File: config.mk
export PLATFORM = sky130hd
export DESIGN_NAME = seq_sub_chunked
export DESIGN_NICKNAME = d
export VERILOG_FILES = /design/src/rtl/seq_sub_chunked.sv
export SDC_FILE = /design/constraint.sdc
export NUM_CORES = 1
export LEC_CHECK = 0
export ABC_AREA = 1
export ABC_CLOCK_PERIOD_IN_PS = 2100
export CAP_MARGIN = 20
export CELL_PAD_IN_SITES_DETAIL_PLACEMENT = 0
export CELL_PAD_IN_SITES_GLOBAL_PLACEMENT = 2
export CORE_MARGIN = 3
export CORE_UTILIZATION = 28
export CTS_CLUSTER_DIAMETER = 150
export DETAILED_ROUTE_END_ITERATION = 10
export PLACE_DENSITY_LB_ADDON = 0.15
export SLEW_MARGIN = 40
export SYNTH_ARGS = -nofsm -noshare
export SYNTH_HDL_FRONTEND = slang
export SYNTH_SLANG_ARGS = --single-unit
File: constraint.sdc
create_clock -name CLK -period 2.1 [get_ports CLK]
set_input_delay 0.315 -clock CLK [delete_from_list [all_inputs] [get_ports CLK]]
set_output_delay 0.315 -clock CLK [all_outputs]
set_load 0.01 [all_outputs]
File: src/rtl/seq_sub_chunked.sv
// Multi-cycle subtractor: C = A - B - BIN, CHUNK bits per clock, LSB chunk first,
// with the borrow carried between cycles and valid/ready handshakes on both sides.
module seq_sub_chunked #(
    parameter int WIDTH = 16,
    parameter int CHUNK = 4
) (
    input  logic             CLK,
    input  logic             RST,
    input  logic             IN_VALID,
    output logic             IN_READY,
    input  logic [WIDTH-1:0] A,
    input  logic [WIDTH-1:0] B,
    input  logic             BIN,
    output logic             OUT_VALID,
    input  logic             OUT_READY,
    output logic [WIDTH-1:0] C,
    output logic             BOUT,
    output logic             OVF,
    output logic             ZERO
);

    localparam int N  = WIDTH / CHUNK;
    localparam int CW = $clog2(N + 1);

    typedef enum logic [1:0] {
        IDLE,
        RUN,
        DONE
    } state_t;

    state_t           state_q, state_d;
    logic [CW-1:0]    cnt_q, cnt_d;
    logic             borrow_q, borrow_d;
    logic [WIDTH-1:0] a_q, a_d;
    logic [WIDTH-1:0] b_q, b_d;
    logic [WIDTH-1:0] acc_q, acc_d;
    logic [WIDTH-1:0] c_q, c_d;
    logic             bout_q, bout_d;
    logic             ovf_q, ovf_d;
    logic             zero_q, zero_d;

    logic [CHUNK:0]   diff;
    logic [WIDTH-1:0] acc_next;
    logic             last_chunk;

    // Operands shift right each RUN cycle, so the active chunk is always in the low bits.
    assign diff       = {1'b0, a_q[CHUNK-1:0]} - {1'b0, b_q[CHUNK-1:0]} - {{CHUNK{1'b0}}, borrow_q};
    assign acc_next   = (acc_q >> CHUNK) | (WIDTH'(diff[CHUNK-1:0]) << (WIDTH - CHUNK));
    assign last_chunk = (cnt_q == CW'(N - 1));

    // NOTE: every signal written here gets a default first, so no latch can be inferred.
    always_comb begin
        state_d  = state_q;
        cnt_d    = cnt_q;
        borrow_d = borrow_q;
        a_d      = a_q;
        b_d      = b_q;
        acc_d    = acc_q;
        c_d      = c_q;
        bout_d   = bout_q;
        ovf_d    = ovf_q;
        zero_d   = zero_q;

        case (state_q)
            IDLE: begin
                if (IN_VALID) begin
                    a_d      = A;
                    b_d      = B;
                    borrow_d = BIN;
                    cnt_d    = '0;
                    state_d  = RUN;
                end
            end
            RUN: begin
                a_d      = a_q >> CHUNK;
                b_d      = b_q >> CHUNK;
                borrow_d = diff[CHUNK];
                cnt_d    = cnt_q + CW'(1);
                acc_d    = acc_next;
                if (last_chunk) begin
                    // Published results stay frozen until a whole new difference exists.
                    c_d     = acc_next;
                    bout_d  = diff[CHUNK];
                    ovf_d   = (a_q[CHUNK-1] != b_q[CHUNK-1]) && (diff[CHUNK-1] != a_q[CHUNK-1]);
                    zero_d  = (acc_next == '0);
                    state_d = DONE;
                end
            end
            DONE: begin
                if (OUT_READY) begin
                    state_d = IDLE;
                end
            end
            default: state_d = IDLE;
        endcase
    end

    // NOTE: sequential state uses non-blocking assignments so every register updates together.
    always_ff @(posedge CLK) begin
        if (RST) begin
            state_q  <= IDLE;
            cnt_q    <= '0;
            borrow_q <= 1'b0;
            c_q      <= '0;
            bout_q   <= 1'b0;
            ovf_q    <= 1'b0;
            zero_q   <= 1'b0;
        end else begin
            state_q  <= state_d;
            cnt_q    <= cnt_d;
            borrow_q <= borrow_d;
            c_q      <= c_d;
            bout_q   <= bout_d;
            ovf_q    <= ovf_d;
            zero_q   <= zero_d;
        end
    end

    // NOTE: operand and accumulator registers are not reset; they are always loaded before use.
    always_ff @(posedge CLK) begin
        a_q   <= a_d;
        b_q   <= b_d;
        acc_q <= acc_d;
    end

    assign IN_READY  = (state_q == IDLE);
    assign OUT_VALID = (state_q == DONE);
    assign C         = c_q;
    assign BOUT      = bout_q;
    assign OVF       = ovf_q;
    assign ZERO      = zero_q;

endmodule

# Word-level counts from Yosys, hierarchy flattened
# Cells that the tools add are included.
[classes] n_addsub=3 bitwise_logic=1 n_reduce_logical=7 eq_ne=8 muxes=12
[ops] op="one-hot mux 16 bit (2 select lines)" n=2
[ops] op="2-to-1 mux 16 bit" n=2
[ops] op="logical NOT 16 bit" n=1
[ops] op="bitwise OR 12 x 16 -> 16 bit" n=1
[ops] op="2-to-1 mux 2 bit" n=3
[ops] op="one-hot mux 2 bit (3 select lines)" n=1
[ops] op="one-hot mux 3 bit (2 select lines)" n=1
[ops] op="subtractor 4 x 4 -> 5 bit" n=1
[ops] op="subtractor 5 x 1 -> 5 bit" n=1
[ops] op="inequality test 2 bit (second input constant)" n=2
[ops] op="AND reduction 2 bit" n=2
[ops] op="adder 3 x 1 -> 3 bit (second input constant)" n=1
[ops] op="== test 3 x 2 -> 1 bit (second input constant)" n=1
[ops] op="2-to-1 mux 3 bit" n=1
[ops] op="AND reduction 3 bit" n=1
[ops] op="== test 2 x 1 -> 1 bit (second input constant)" n=1
[ops] op="== test 2 bit (second input constant)" n=1
[ops] op="logical NOT 2 bit" n=1
[ops] op="inequality test 1 bit" n=2
[ops] op="inequality test 2 x 1 -> 1 bit (second input constant)" n=1
[ops] op="one-hot mux 1 bit (2 select lines)" n=1
[ops] op="nonzero test 2 bit" n=1
[ops] op="logical AND 1 bit" n=1
[ops] op="2-to-1 mux 1 bit" n=1
[totals] out_inout_bits=21 input_bits=37 regBits=73

# Logic depth before layout (Yosys ltp)
# Gate-level depths: netlist (run 1).
[depth] ltp_word=4 mapped_depth=12 depth_no_buf=12

# Worst setup path before layout (run 1)
# OpenSTA, ideal clock, no wires.
[synth_path] path_type="register to register" from="register a_q[0]" to="register zero_q, in the netlist ZERO" setup_time_ns=0.071 required_ns=2.029 period_less_slack_ns=2.018 path_slack_ns=0.082 arrival_ns=1.947 path_buffers=0 path_stages_with_launch=9 path_cell_list="edfxtp_1 > fa_1 > fa_1 > or2_2 > nor2_1 > nand2_1 > nor2_1 > nand2_1 > a21oi_1"
[synth_between] elab_chain_len=4
[synth_rtl] element="start: declaration" line_no="34" text="logic [WIDTH-1:0] a_q, a_d;"
[synth_rtl] element="start signal: assignment" line_no="121" text="a_q <= a_d;"
[synth_rtl] element="subtractor 4 x 4 -> 5 bit" line_no="47" text="assign diff = {1'b0, a_q[CHUNK-1:0]} - {1'b0, b_q[CHUNK-1:0]} - {{CHUNK{1'b0}}, borrow_q};"
[synth_rtl] element="subtractor 5 x 1 -> 5 bit" line_no="47"
[synth_rtl] element="bitwise OR 12 x 16 -> 16 bit" line_no="48" text="assign acc_next = (acc_q >> CHUNK) | (WIDTH'(diff[CHUNK-1:0]) << (WIDTH - CHUNK));"
[synth_rtl] element="net acc_next[13]" line_no="43" text="logic [WIDTH-1:0] acc_next;"
[synth_rtl] element="logical NOT 16 bit" line_no="85" text="zero_d = (acc_next == '0);"
[synth_rtl] element="end signal: assignment" line_no="115" text="zero_q <= zero_d;"
[synth_rtl] element="end: declaration" line_no="40" text="logic zero_q, zero_d;"
# The timed path passes the listed nets, and every way through them passes these cells.
# A chain may end at the register's enable or synchronous reset.

# Final worst setup path (run 1)
# Same ends and word-level chain as after synthesis.

==> metrics.md, run 1 <==
| Metric | Value |
|---|---|
| Die height | `108 µm` |
| Max-cap violations | `0` |
| IO Port Bufs | `57` |
| Initial Utilization | `0.294` |
| Worst min path class | `register to register` |
| Gpl congestion | `0.738` |
| Worst rel slew slack | `0.720` |
| Path depth of the worst reg2reg path | `8` |
| Post-Syn Area | `2940 µm²` |
| CTS Sinks | `69` |
| Total track usage | `0.112` |
| Avg Inst Size Synth | `between 9 and 10 µm²` |
| Hold Path Stages | `1` |
| GRT overflow | `0` |
| Hold Crit Start | `cnt_q[0]` |
| Commonest cells in the netlist | `117 x nand2_1, 44 x edfxtp_1, 29 x inv_1, 25 x dfxtp_1, 21 x a21oi_1` |
| Most common cell in the netlist | `nand2_1` |
| Worst setup SP type | `register` |
| Antenna diode count | `0` |
| Worst VDD drop | `0.429 mV` |
| Final nets | `419` |
| Pre-Repair DR Iteration Count | `4` |
| Cts bufs inserted | `9` |
| Drt total wl | `~6 mm` |
| FMAX | `between 0.5 and 0.6 GHz` |
| Synth Area in XOR/XNOR | `0.00298` |
| Static leakage | `0.00161 µW` |
| Largest cells by area after synthesis | `edfxtp_1 45%, dfxtp_1 17%, nand2_1 15%` |
| Library cells used by synthesis | `28` |
| CTS hold repair buffers | `0` |
| Clk buf depth | `2` |
| Wirelength per Cell | `11.8 µm` |
| Vias in the first global route | `~2,100` |
| Final core occ | `0.390` |
| Synth Area in Simple Gates | `0.206` |
| Final hold viol count | `0` |
| Crit path DAT | `2.24 ns` |
| CTS Root Cell | `clkbuf_8` |
| Syn Inst Count | `307` |
| Synth Net Count | `354` |
| Multi-input gate area | `around 940 µm²` |
| Ratio of final minimum period to clock period | `0.936` |
| TritonCTS clock tree | `built` |
| Top_reg_cell synth | `edfxtp_1` |
| Initial DRC Count | `69` |
| Largest net degree at the start of global routing | `26` |
| H-tree level count | `3` |
| Post-DRT Antenna Nets | `0` |
| CP required | `2.37 ns` |
| Cell area after layout | `3900 µm²` |
| Setup violators final | `0` |
| Pwr per Cell Area | `839 nW/µm²` |
| CP max FO | `2` |
| Synth Area in Adders | `0.0477` |
| Crit end category | `register` |
| PnR Total Power | `between 3000 and 4000 µW` |
| Number of synthesized flops with an enable pin | `44` |
| Placed Area | `3670 µm²` |
| Actual slew at the worst max-slew pin | `0.420 ns` |
| FF+latch area | `1820 µm²` |
| Yosys Warn Count | `0` |
| Ports | `58` |
| Area leader, netlist | `edfxtp_1` |
| Core area | `10000 µm²` |
| Worst skew pair latency | `~0.34 ns` |
| WHS Endpoint | `cnt_q[0]` |
| FP Rows | `36` |
| Largest family of logic cells by synthesized area | `simple AND/OR/NAND/NOR gates` |
| Worst Skew | `0.00973 ns` |
| Reg2reg start | `a_q[0]` |
| Min cycle time layout | `1.96 ns` |
| Drc violations | `0` |
| Post-synthesis async set-or-reset flop share | `0` |
| Crit path kind | `register to register` |
| Initial antenna violation count | `0` |
| DP HPWL | `4.22 mm` |
| Chip Width | `108 µm` |
| RR Endpoint | `ZERO` |
| Max-slew violations | `0` |
| Layout cell share with drive strength beyond 1 | `0.0955` |
| Vias per cell | `4.12` |
| Via count | `2,101` |
| Share of the synthesized area in the top cell type | `0.450` |
| Register area share after synthesis | `0.621` |
| R2r setup slk | `0.14 ns` |
| Area Growth Syn to Fin | `33.0%` |
| First-pass GRT wire length | `slightly above 10 mm` |
| Synth Area in Compound Gates | `0.0601` |
| Mux cell area share after synthesis | `0` |
| Layout fillers | `1,036` |
| DIE AREA | `11,700 µm²` |
| Synth Register Bits | `69` |
| Status | `completed` |
| Clk slew on worst S/H paths | `0.07 ns` |
## worst max-delay path, stage by stage (launching register included)
cell and delay (ns):
edfxtp_1 0.40, fa_2 0.39, fa_1 0.48, or2_4 0.23
nor2_1 0.08, nand2_1 0.05, nor2_1 0.10, nand2_1 0.05
a21oi_1 0.10
## final cells by class
cell class | instances | area share
flip-flops and latches | 69 | 0.467
well taps | 133 | 0.0426
clock inverters | 6 | 0.0221
clock buffers | 10 | 0.0353
inverters | 32 | 0.0308
multi-input cells | 195 | 0.241
repair buffers | 65 | 0.162
## sequential cells by signal (all words and copies together) (netlist names)
signal    cells
C            16
a_q          16
b_q          16
acc_q        12
cnt_q         3
state_q       2
BOUT          1
OVF           1
ZERO          1
borrow_q      1
## routing by layer
layer / track usage / up-vias / wire length, µm
met5: 0 / - / 0
met4: 0.0469 / 0 / 83
met3: 0.0406 / 7 / 315
met2: 0.185 / 46 / 2880
met1: 0.133 / 935 / 2740
li1: - / 1113 / -
## where the power goes
| group | switching [µW] | leakage, µW | internal, µW |
|---|---|---|---|
| clock network | 512 | 0.000112 | 699 |
| logic | 239 | 0.000850 | 206 |
| registers | 44.9 | 0.000646 | 1580 |
| total | 796 | 0.00161 | 2480 |
## cell usage in the layout (no fill, tap or decap), types with 2 or more instances in the layout
cell / instances
nand2_1: 117
clkdlybuf4s50_1: 57
edfxtp_1: 44
inv_1: 29
dfxtp_1: 24
a21oi_1: 21
nor2_1: 19
clkbuf_8: 10
ha_1: 8
buf_4: 8
nand3_1: 7
o21ai_0: 5
inv_2: 3
o21ai_1: 2
o211ai_1: 2
clkinv_2: 2
bufinv_16: 2
## worst max path at each step
stage | startpoint | end | depth (start not counted) | slack, ns
CTS | a_q[0] | ZERO | 8 | 0.002
global placement | borrow_q | ZERO | 9 | 0.04
finish | a_q[0] | ZERO | 8 | 0.14
global route | a_q[0] | C[15] | 11 | -0.01
floorplan | a_q[0] | ZERO | 8 | 0.08
detailed placement | a_q[0] | ZERO | 8 | 0.02
## per-stage QoR
stage / hold WS (ns) / setup WS (ns) / setup TNS, ns / std cells
floorplan: 0.429 / 0.0825 / 0 / 307
global placement: 0.448 / 0.0417 / 0 / 494
detailed placement: 0.456 / 0.0237 / 0 / 494
CTS: 0.467 / 0.00191 / 0 / 510
global route: 0.482 / -0.0140 / -0.0140 / 510
finish: 0.463 / 0.135 / 0 / 510
## logic make-up after synthesis
logic type / Yosys count
and+or+nand+nor: 151
DFF: 69
buffers and inverters: 43
AOI/OAI and AO/OA: 33
adders and majority gates: 10
xor gates and xnor gates: 1
## repair_timing
item	4_1_cts	5_1_grt
hold endpoints to repair	0	0
setup buffers	0	0
resized for setup	0	6
endpoints found under the setup margin	0	6
Power figures use the tool's default switching activity.
==> inputs of run 2 (changes only) <==
--- a/config.mk
+++ b/config.mk
@@ -15,6 +15,7 @@
 export CTS_CLUSTER_DIAMETER = 150
 export DETAILED_ROUTE_END_ITERATION = 10
 export PLACE_DENSITY_LB_ADDON = 0.15
+export RECOVER_POWER = 100
 export SLEW_MARGIN = 40
 export SYNTH_ARGS = -nofsm -noshare
 export SYNTH_HDL_FRONTEND = slang
==> run 2 against run 1 <==
  * Die area stayed put
  * Critical path type unchanged
  * Register-to-register slack is essentially flat
  * Power shrank 0.59%
  * Highest routed layer unchanged
  * Sequential share of layout area rose by 0.27 points
  * Count of clock-buffer cells in the layout is the same
  * Final area is 0.58% lower
  * Wire length down 0.12%
==> metrics.md, run 2 (synthesis gave the netlist of run 1 again) <==
| Metric | Value |
|---|---|
| Fin cells | `510 (unchanged)` |
| Status | `completed` |
| FP Rows | `36 (unchanged)` |
| Die height | `108 µm (unchanged)` |
| Worst VDD drop | `0.428 mV (-0.17%)` |
| Initial Utilization | `0.294 (unchanged)` |
| Clk buf depth | `2 (unchanged)` |
| Vias per cell | `4.14 (+0.48%)` |
| Total track usage | `0.112 (unchanged)` |
| Final hold viol count | `0 (unchanged)` |
| CTS Root Cell | `clkbuf_8` |
| Drc violations | `0 (unchanged)` |
| Crit end category | `register` |
| First-pass GRT wire length | `10.1 mm (unchanged)` |
| Initial antenna violation count | `0 (unchanged)` |
| Wirelength per Cell | `11.8 µm (-0.12%)` |
| FMAX | `0.510 GHz (+0.21%)` |
| Drt total wl | `6.01 mm (-0.12%)` |
| CTS Sinks | `69 (unchanged)` |
| Sw power | `795 µW (-0.14%)` |
| FF+latch area | `1820 µm² (unchanged)` |
| TritonCTS clock tree | `built` |
| Final nets | `419 (unchanged)` |
| Ports | `58 (unchanged)` |
| Post-CTS Repair Setup Buffers | `0 (unchanged)` |
| DP HPWL | `4.22 mm (unchanged)` |
| Vias in the first global route | `2,095 (unchanged)` |
| Fin Setup TNS | `0 ns (unchanged)` |
| PnR Total Power | `3260 µW (-0.59%)` |
| Max-cap violations | `0 (unchanged)` |
| Hold slack | `0.462 ns (-0.00101 ns)` |
| Pwr per Cell Area | `839 nW/µm² (about the same)` |
| Worst min path class | `register to register` |
| Crit path DAT | `2.23 ns (about the same)` |
| Slowest-stage cell, CP | `fa_1` |
| Cts bufs inserted | `9 (unchanged)` |
| Internal Pwr Total | `2460 µW (-0.73%)` |
| CP required | `2.37 ns (about the same)` |
| Core area | `10000 µm² (unchanged)` |
| Clk slew on worst S/H paths | `0.07 ns (about the same)` |
| Commonest cells after routing, fill and taps aside | `117 x nand2_1, 44 x edfxtp_1, 36 x clkdlybuf4s50_1, 31 x inv_1, 24 x dfxtp_1` |
| Worst setup SP type | `register` |
| Worst Skew | `0.00966 ns (-0.0000637 ns)` |
| Gpl congestion | `0.738 (unchanged)` |
| Setup violators final | `0 (unchanged)` |
| Sequential power share | `0.498 (+0.003)` |
| CTS hold repair buffers | `0 (unchanged)` |
| IO Port Bufs | `57 (unchanged)` |
| CP max FO | `2 (unchanged)` |
| DP Cell Count | `494 (unchanged)` |
| Largest net degree at the start of global routing | `26 (unchanged)` |
| Via count | `2,111 (+0.48%)` |
| Crit path kind | `register to register` |
| Post-cts resize count | `0 (unchanged)` |
| Max-slew violations | `0 (unchanged)` |
| Cell area after layout | `3880 µm² (-0.58%)` |
| Commonest non-fill, non-tap cell in the layout | `nand2_1` |
| Switch share | `0.244 (+0.00108)` |
| Worst rel slew slack | `0.489 (-0.231)` |
| Antenna diode count | `0 (unchanged)` |
| Chip Width | `108 µm (unchanged)` |
| Pre-Repair DR Iteration Count | `4 (unchanged)` |
| H-tree level count | `3 (unchanged)` |
| Static leakage | `0.00167 µW (+3.7%)` |
| Min cycle time layout | `1.96 ns (-0.00417 ns)` |
| Clock power share | `0.372 (+0.002)` |
| Placed Area | `3670 µm² (unchanged)` |
| Post-DRT Antenna Nets | `0 (unchanged)` |
| Worst path max stage delay | `0.48 ns (about the same)` |
| GRT overflow | `0 (unchanged)` |
| Combinational power share | `0.130 (-0.006)` |
| Layout fillers | `1,038 (+0.19%)` |
| Multi-input gate area | `936 µm² (-0.40%)` |
| Cell Chain, Critical Path | `fa_2 > fa_1 > or2_4 > nor2_1 > nand2_1 > nor2_1 > nand2_1 > a21oi_1` |
| Layout cell share with drive strength beyond 1 | `0.0796 (-0.0159)` |
| Ratio of final minimum period to clock period | `0.934 (-0.00198)` |
| Worst skew pair latency | `0.34 ns (about the same)` |
| Actual slew at the worst max-slew pin | `0.766 ns (+0.346 ns)` |
| Initial DRC Count | `71 (+2.9%)` |
| Area Growth Syn to Fin | `32.2%` |
| DIE AREA | `11,700 µm² (unchanged)` |
==> run 2: changes by cell type in the layout (fill, tap and decap cells not counted) <==
cell,before,now
a21oi_1,21,22
dlygate4sd3_1,0,21
clkbuf_2,0,3
clkbuf_1,0,3
clkdlybuf4s50_1,57,36
inv_1,29,31
a21oi_2,1,0
inv_2,3,1
buf_4,8,2
==> run 2: power groups by stage <==
stage	registers, µW	clock network (µW)	logic [µW]
finish	1620	1210	425
global route	1630	1310	502
CTS	1620	1250	445
detailed placement	1650	0	443
global placement	1650	0	442
floorplan	1640	0	263
==> run 2: path summary, 6_finish.rpt <==
path,to,slack (ns),depth (start not counted),startpoint
setup / recovery,ZERO,0.14,8,a_q[0]
hold / removal,C[0],0.46,2,C[0]
setup reg to reg,ZERO,0.14,8,a_q[0]
hold reg to reg,C[0],0.46,2,C[0]
==> run 2: worst max-delay path, delay by kind of cell (launching register included) <==
| family | cells | cell delay [ns] |
|---|---|---|
| fa+ha+maj | 2 | 0.87 |
| simple gates | 5 | 0.51 |
| flops | 1 | 0.40 |
| compound gates | 1 | 0.10 |
==> run 2: routing by layer <==
metal / vias up / share of wire / GRT usage
met3: 7 / 0.052 / 0.0406
li1: 1116 / - / -
met4: 0 / 0.014 / 0.0469
met1: 942 / 0.45 / 0.133
met2: 46 / 0.48 / 0.185
met5: - / 0 / 0
==> run 2: cell type report <==
cell class | instances | share of cell area
well taps | 133 | 0.0429
multi-input cells | 195 | 0.241
inverters | 32 | 0.0309
repair buffers | 65 | 0.158
clock inverters | 6 | 0.0222
clock buffers | 10 | 0.0355
flip-flops and latches | 69 | 0.470
==> run 2: stage by stage <==
stage	util	worst slack, ns
2_1_floorplan	-	0.0825
3_3_place_gp	0.367	0.0417
3_5_place_dp	0.367	0.0237
4_1_cts	0.389	0.00191
5_1_grt	0.388	-0.0140
6_report	0.388	0.140
==> inputs of run 3 (changes only) <==
--- a/config.mk
+++ b/config.mk
@@ -12,7 +12,6 @@
 export CELL_PAD_IN_SITES_GLOBAL_PLACEMENT = 2
 export CORE_MARGIN = 3
 export CORE_UTILIZATION = 28
-export CTS_CLUSTER_DIAMETER = 150
 export DETAILED_ROUTE_END_ITERATION = 10
 export PLACE_DENSITY_LB_ADDON = 0.15
 export RECOVER_POWER = 100
==> results of run 3 <==
The final DEF is identical to that of run 2; final timing and power are the same.
==> RTL edit 1 (config.mk and constraints of run 1) <==
Make the reset (`RST`) asynchronous in one clocked block.
--- a/src/rtl/seq_sub_chunked.sv
+++ b/src/rtl/seq_sub_chunked.sv
@@ -96,7 +96,7 @@
     end
 
     // NOTE: sequential state uses non-blocking assignments so every register updates together.
-    always_ff @(posedge CLK) begin
+    always_ff @(posedge CLK or posedge RST) begin
         if (RST) begin
             state_q  <= IDLE;
             cnt_q    <= '0;
Function: differs if RST is asserted again (counterexample within 4 cycles, from zero or initial values and one cycle with RST high); with RST held inactive, the same outputs for 10 cycles.
==> RTL edit 1 against run 1 <==
  * Worst setup slack gained 0.033 ns
  * Area after synthesis up 3.6%
  * Final area increased by 1.8%
  * Synthesized cell count decreased by 3.6%
  * Sequential cell count unchanged
  * Wire length down 2.6%
Power is not compared: it rests on default switching activity, and its combinational part moved more than twofold at a synthesized area within 25%.
==> RTL edit 1: results (changes against run 1) <==
metric,value,unit,change
grtUsageMet3,0.04019,,-0.0004106
hp-class,input pin to asynchronous set/reset pin,,
initialDrtViolationCount,70,,+1.4%
fillers,1099,,+6.1%
ir_drop,480.6,uV,
drive_above_1_share,0.08197,,-0.01352
slew_headroom,0.7244,,+0.004816
place_inst,486,,-1.6%
grt_use_met2,0.1820,,-0.002749
nets,408,,-2.6%
synthTopCellsByArea,"edfxtp_1 (43%), dfrtp_1 (21%), nand2_1 (14%), inv_1 (4.6%), ha_1 (3.3%)",,
dp_hpwl,4120,um,-2.3%
ys_top_cells_by_count,"nand2_1 (113), edfxtp_1 (44), inv_1 (37)",,
fin_skew,0.01157,ns,+0.001842 ns
grt_usage,0.1053,,-0.006884
grt_first_pass_wirelength,9570,um,-5.3%
syn_area_per_cell,10.27,sq um,+7.4%
async_reset_ff_frac,0.3623,,+0.3623
grt_pass1_vias,1974,,-5.8%
wirelength,5863,um,-2.6%
synth.yosys.seq_area_share,0.6403,,+0.01970
critPathMaxFanout,3,,+1
synthesis.nets,343,,-3.1%
pre_cts_ws,0.05227,ns,+0.02860 ns
synth_compound_area_frac,0.03704,,-0.02307
status,finished clean,,
final_cells,502,,-1.6%
place_congestion,0.7182,,-2.6%
grt_max_degree,29,,+12%
cp.arrival,2.21,ns,-0.03 ns
[RTL edit 1: path summary, 6_finish.rpt]
check,start,endpoint,slack (ns),cells past startpoint
setup / recovery,borrow_q,borrow_q,0.17,11
hold / removal,RST,C[11],0.34,3
setup reg to reg,borrow_q,borrow_q,0.17,11
hold reg to reg,acc_q[14],acc_q[10],0.45,0
max in group asynchronous,RST,borrow_q,1.50,3
min in group CLK,acc_q[14],acc_q[10],0.45,0
[RTL edit 1: worst max-delay path, cell delays in order, from the launching register on]
cell and delay, ns:
dfrtp_1 0.34, inv_1 0.06, fa_2 0.41, fa_2 0.37
inv_1 0.06, nand2_1 0.07, nand2_1 0.06, nand2_1 0.06
or2_2 0.28, nand3_1 0.08, nand2_1 0.05, inv_1 0.04
[RTL edit 1: where the power goes]
group	internal [mW]	switching [mW]
clock	0.669	0.490
sequential	2.38	0.281
combinational	1.13	1.62
total	4.18	2.39
[RTL edit 1: area by class of cell]
class | instances | area share
inverters | 39 | 0.03684
well taps | 136 | 0.04282
clock buffers | 12 | 0.03401
flip-flops and latches | 69 | 0.4899
clock inverters | 4 | 0.01826
repair buffers | 63 | 0.1581
multi-input cells | 179 | 0.2201
[RTL edit 1: per-stage QoR]
| stage | instance area (sq um) | utilization | hold WS, ns |
|---|---|---|---|
| 3_5_place_dp | 3761 | 0.3595 | 0.4347 |
| 6_report | 3974 | 0.3798 | 0.3395 |
| 4_1_cts | 3969 | 0.3793 | 0.3465 |
| 2_1_floorplan | 3040 | - | 0.3423 |
| 5_1_grt | 3974 | 0.3798 | 0.3662 |
| 3_3_place_gp | 3761 | 0.3595 | 0.4369 |
[RTL edit 1: per-layer routing]
metal	vias to the layer above	routed length (um)
met3	8	375
met2	53	2900
li1	1068	-
met4	0	62
met1	927	2524
met5	-	0
==> RTL edit 2 (settings of run 1) <==
Made on the original files. Change the parameter `WIDTH` from 16 to 32.
--- a/src/rtl/seq_sub_chunked.sv
+++ b/src/rtl/seq_sub_chunked.sv
@@ -1,7 +1,7 @@
 // Multi-cycle subtractor: C = A - B - BIN, CHUNK bits per clock, LSB chunk first,
 // with the borrow carried between cycles and valid/ready handshakes on both sides.
 module seq_sub_chunked #(
-    parameter int WIDTH = 16,
+    parameter int WIDTH = 32,
     parameter int CHUNK = 4
 ) (
     input  logic             CLK,
Interface: changed (resized A, B and C); port bits go from 58 to 106. No check against the original RTL was run, so the function may have changed too.
==> RTL edit 2 against run 1 <==
  * Final area is 90% higher
  * Sequential share of layout area rose by 2.0 points
  * Count of clock-buffer cells in the layout increased by 10
  * Cell count rose by 83%
  * Wire length grew 98%
  * Area after synthesis is 86% higher
  * First-iteration DRC count rose to 2.5 times the old value
  * Worst setup slack improved by 0.059 ns
  * Power rose by 110%
  * Global-route usage rose by 0.49 points
  * Sequential cell count up 65
  * Non-clock buffer count grew 49
  * Largest cell class unchanged
  * Highest routed layer unchanged
==> RTL edit 2: results (changes against run 1) <==
metric,value,unit,change
synthesis.nets,628,,+77%
wirelength,11950,um,+98%
synth.yosys.seq_area_share,0.6592,,+0.03856
final_cells,934,,+83%
slew_headroom,0.6135,,-0.1061
io_buffers,105,,+84%
reg2reg_slack,0.19,ns,+0.06 ns
synthTopCellsByArea,"edfxtp_1 (51%), dfxtp_1 (15%), nand2_1 (13%), nor2_1 (5.6%), o21ai_0 (3.1%)",,
dr_wl_met2,5342,um,+85%
wl_met3,598,um,+90%
clkbuf_count,20,,+10
initialDrtViolationCount,174,,+150%
pre_cts_ws,0.07647,ns,+0.05281 ns
cp-endpoint,ZERO,,
fillers,1881,,+82%
reg2reg_depth,11,,+3
grt_max_degree,74,,+180%
insertion_delay,0.41,ns,+0.07 ns
grt_use_met2,0.1714,,-0.01329
dp_hpwl,8062,um,+91%
cts-root-buf,clkbuf_16,,
viasPerCell,4.133,,+0.32%
fin_ws,0.1946,ns,+0.05917 ns
num-nonclk-inverters,41,,+28%
grt_first_pass_wirelength,19760,um,+96%
cp-startpoint,b_q[0],,
dpl_cell_area,6800,sq um,+85%
buffer_area_frac,0.1545,,-0.006990
fin_area,7400,sq um,+90%
grt_usage,0.1171,,+0.004883
fin_skew,0.007031,ns,-0.002697 ns
ir_drop,646.6,uV,+51%
cts_buffers,17,,+8
buffers_excl_clock,114,,+75%
ys_ff_latch,134,,+94%
nets,739,,+76%
grtUsageMet3,0.04235,,+0.001757
place_congestion,0.7670,,+4.0%
ys_top_cells_by_count,"nand2_1 (192), edfxtp_1 (92), nor2_1 (81)",,
grt_pass1_vias,3923,,+87%
p_leak,3.107,nW,+93%
place_inst,902,,+83%
seq_area,3603,sq um,+98%
status,finished clean,,
drive_above_1_share,0.06380,,-0.03169
critPathMaxFanout,3,,+1
multi_input_area_share,0.2122,,-0.02850
clockNetworkAreaShare,0.08049,,+0.02312
multi_input_cells,353,,+81%
syn_inst,550,,+79%
htreeDepth,4,,+1
synth.distinct_cells,27,,-3.6%
m1WireLength,5863,um,+110%
p_int,5.324,mW,+110%
synth_edf_count,92,,+110%
globalRouteMet1Util,0.1615,,+0.02884
==> RTL edit 2: cell count changes in the layout (fill, tap and decap cells not counted), moves of 10 or more <==
cell / run 1 / this run
dfxtp_1: 24 / 42
edfxtp_1: 44 / 92
clkbuf_8: 10 / 0
clkdlybuf4s50_1: 57 / 105
clkbuf_16: 0 / 17
nor2_1: 19 / 81
nand2_1: 117 / 192
o21ai_0: 5 / 31
==> RTL edit 2: worst max-delay path: stages (launching register included) <==
cell	delay [ns]
edfxtp_1	0.38
inv_1	0.08
fa_1	0.20
inv_1	0.06
fa_1	0.37
nand2_1	0.10
inv_1	0.04
nor2_1	0.20
nand3_1	0.11
nor2_1	0.10
nand3_1	0.09
a21oi_2	0.11
==> RTL edit 2: worst min path at each step <==
stage,slack [ns],cells past startpoint,startpoint,endpoint
floorplan,0.38,1,RST,ZERO
global placement,0.46,2,cnt_q[3],cnt_q[3]
detailed placement,0.46,2,cnt_q[3],cnt_q[3]
CTS,0.47,2,cnt_q[3],cnt_q[3]
global route,0.50,2,cnt_q[3],cnt_q[3]
finish,0.47,2,cnt_q[3],cnt_q[3]
==> RTL edit 2: power groups by stage <==
stage / registers (mW) / clock network [mW] / logic [mW]
floorplan: 3.19 / 0 / 0.398
global placement: 3.21 / 0 / 0.659
detailed placement: 3.22 / 0 / 0.666
CTS: 3.16 / 3.10 / 0.669
global route: 3.18 / 3.22 / 0.760
finish: 3.16 / 3.02 / 0.659
==> RTL edit 2: cell families after synthesis <==
family,Yosys count,share of synthesized area
AND/OR/NAND/NOR,287,0.2071
flip-flops,134,0.6592
buffers and inverters,63,0.05425
AO/OA/AOI/OAI,56,0.05447
adder cells (fa/ha/maj),9,0.02335
XOR/XNOR,1,0.001602
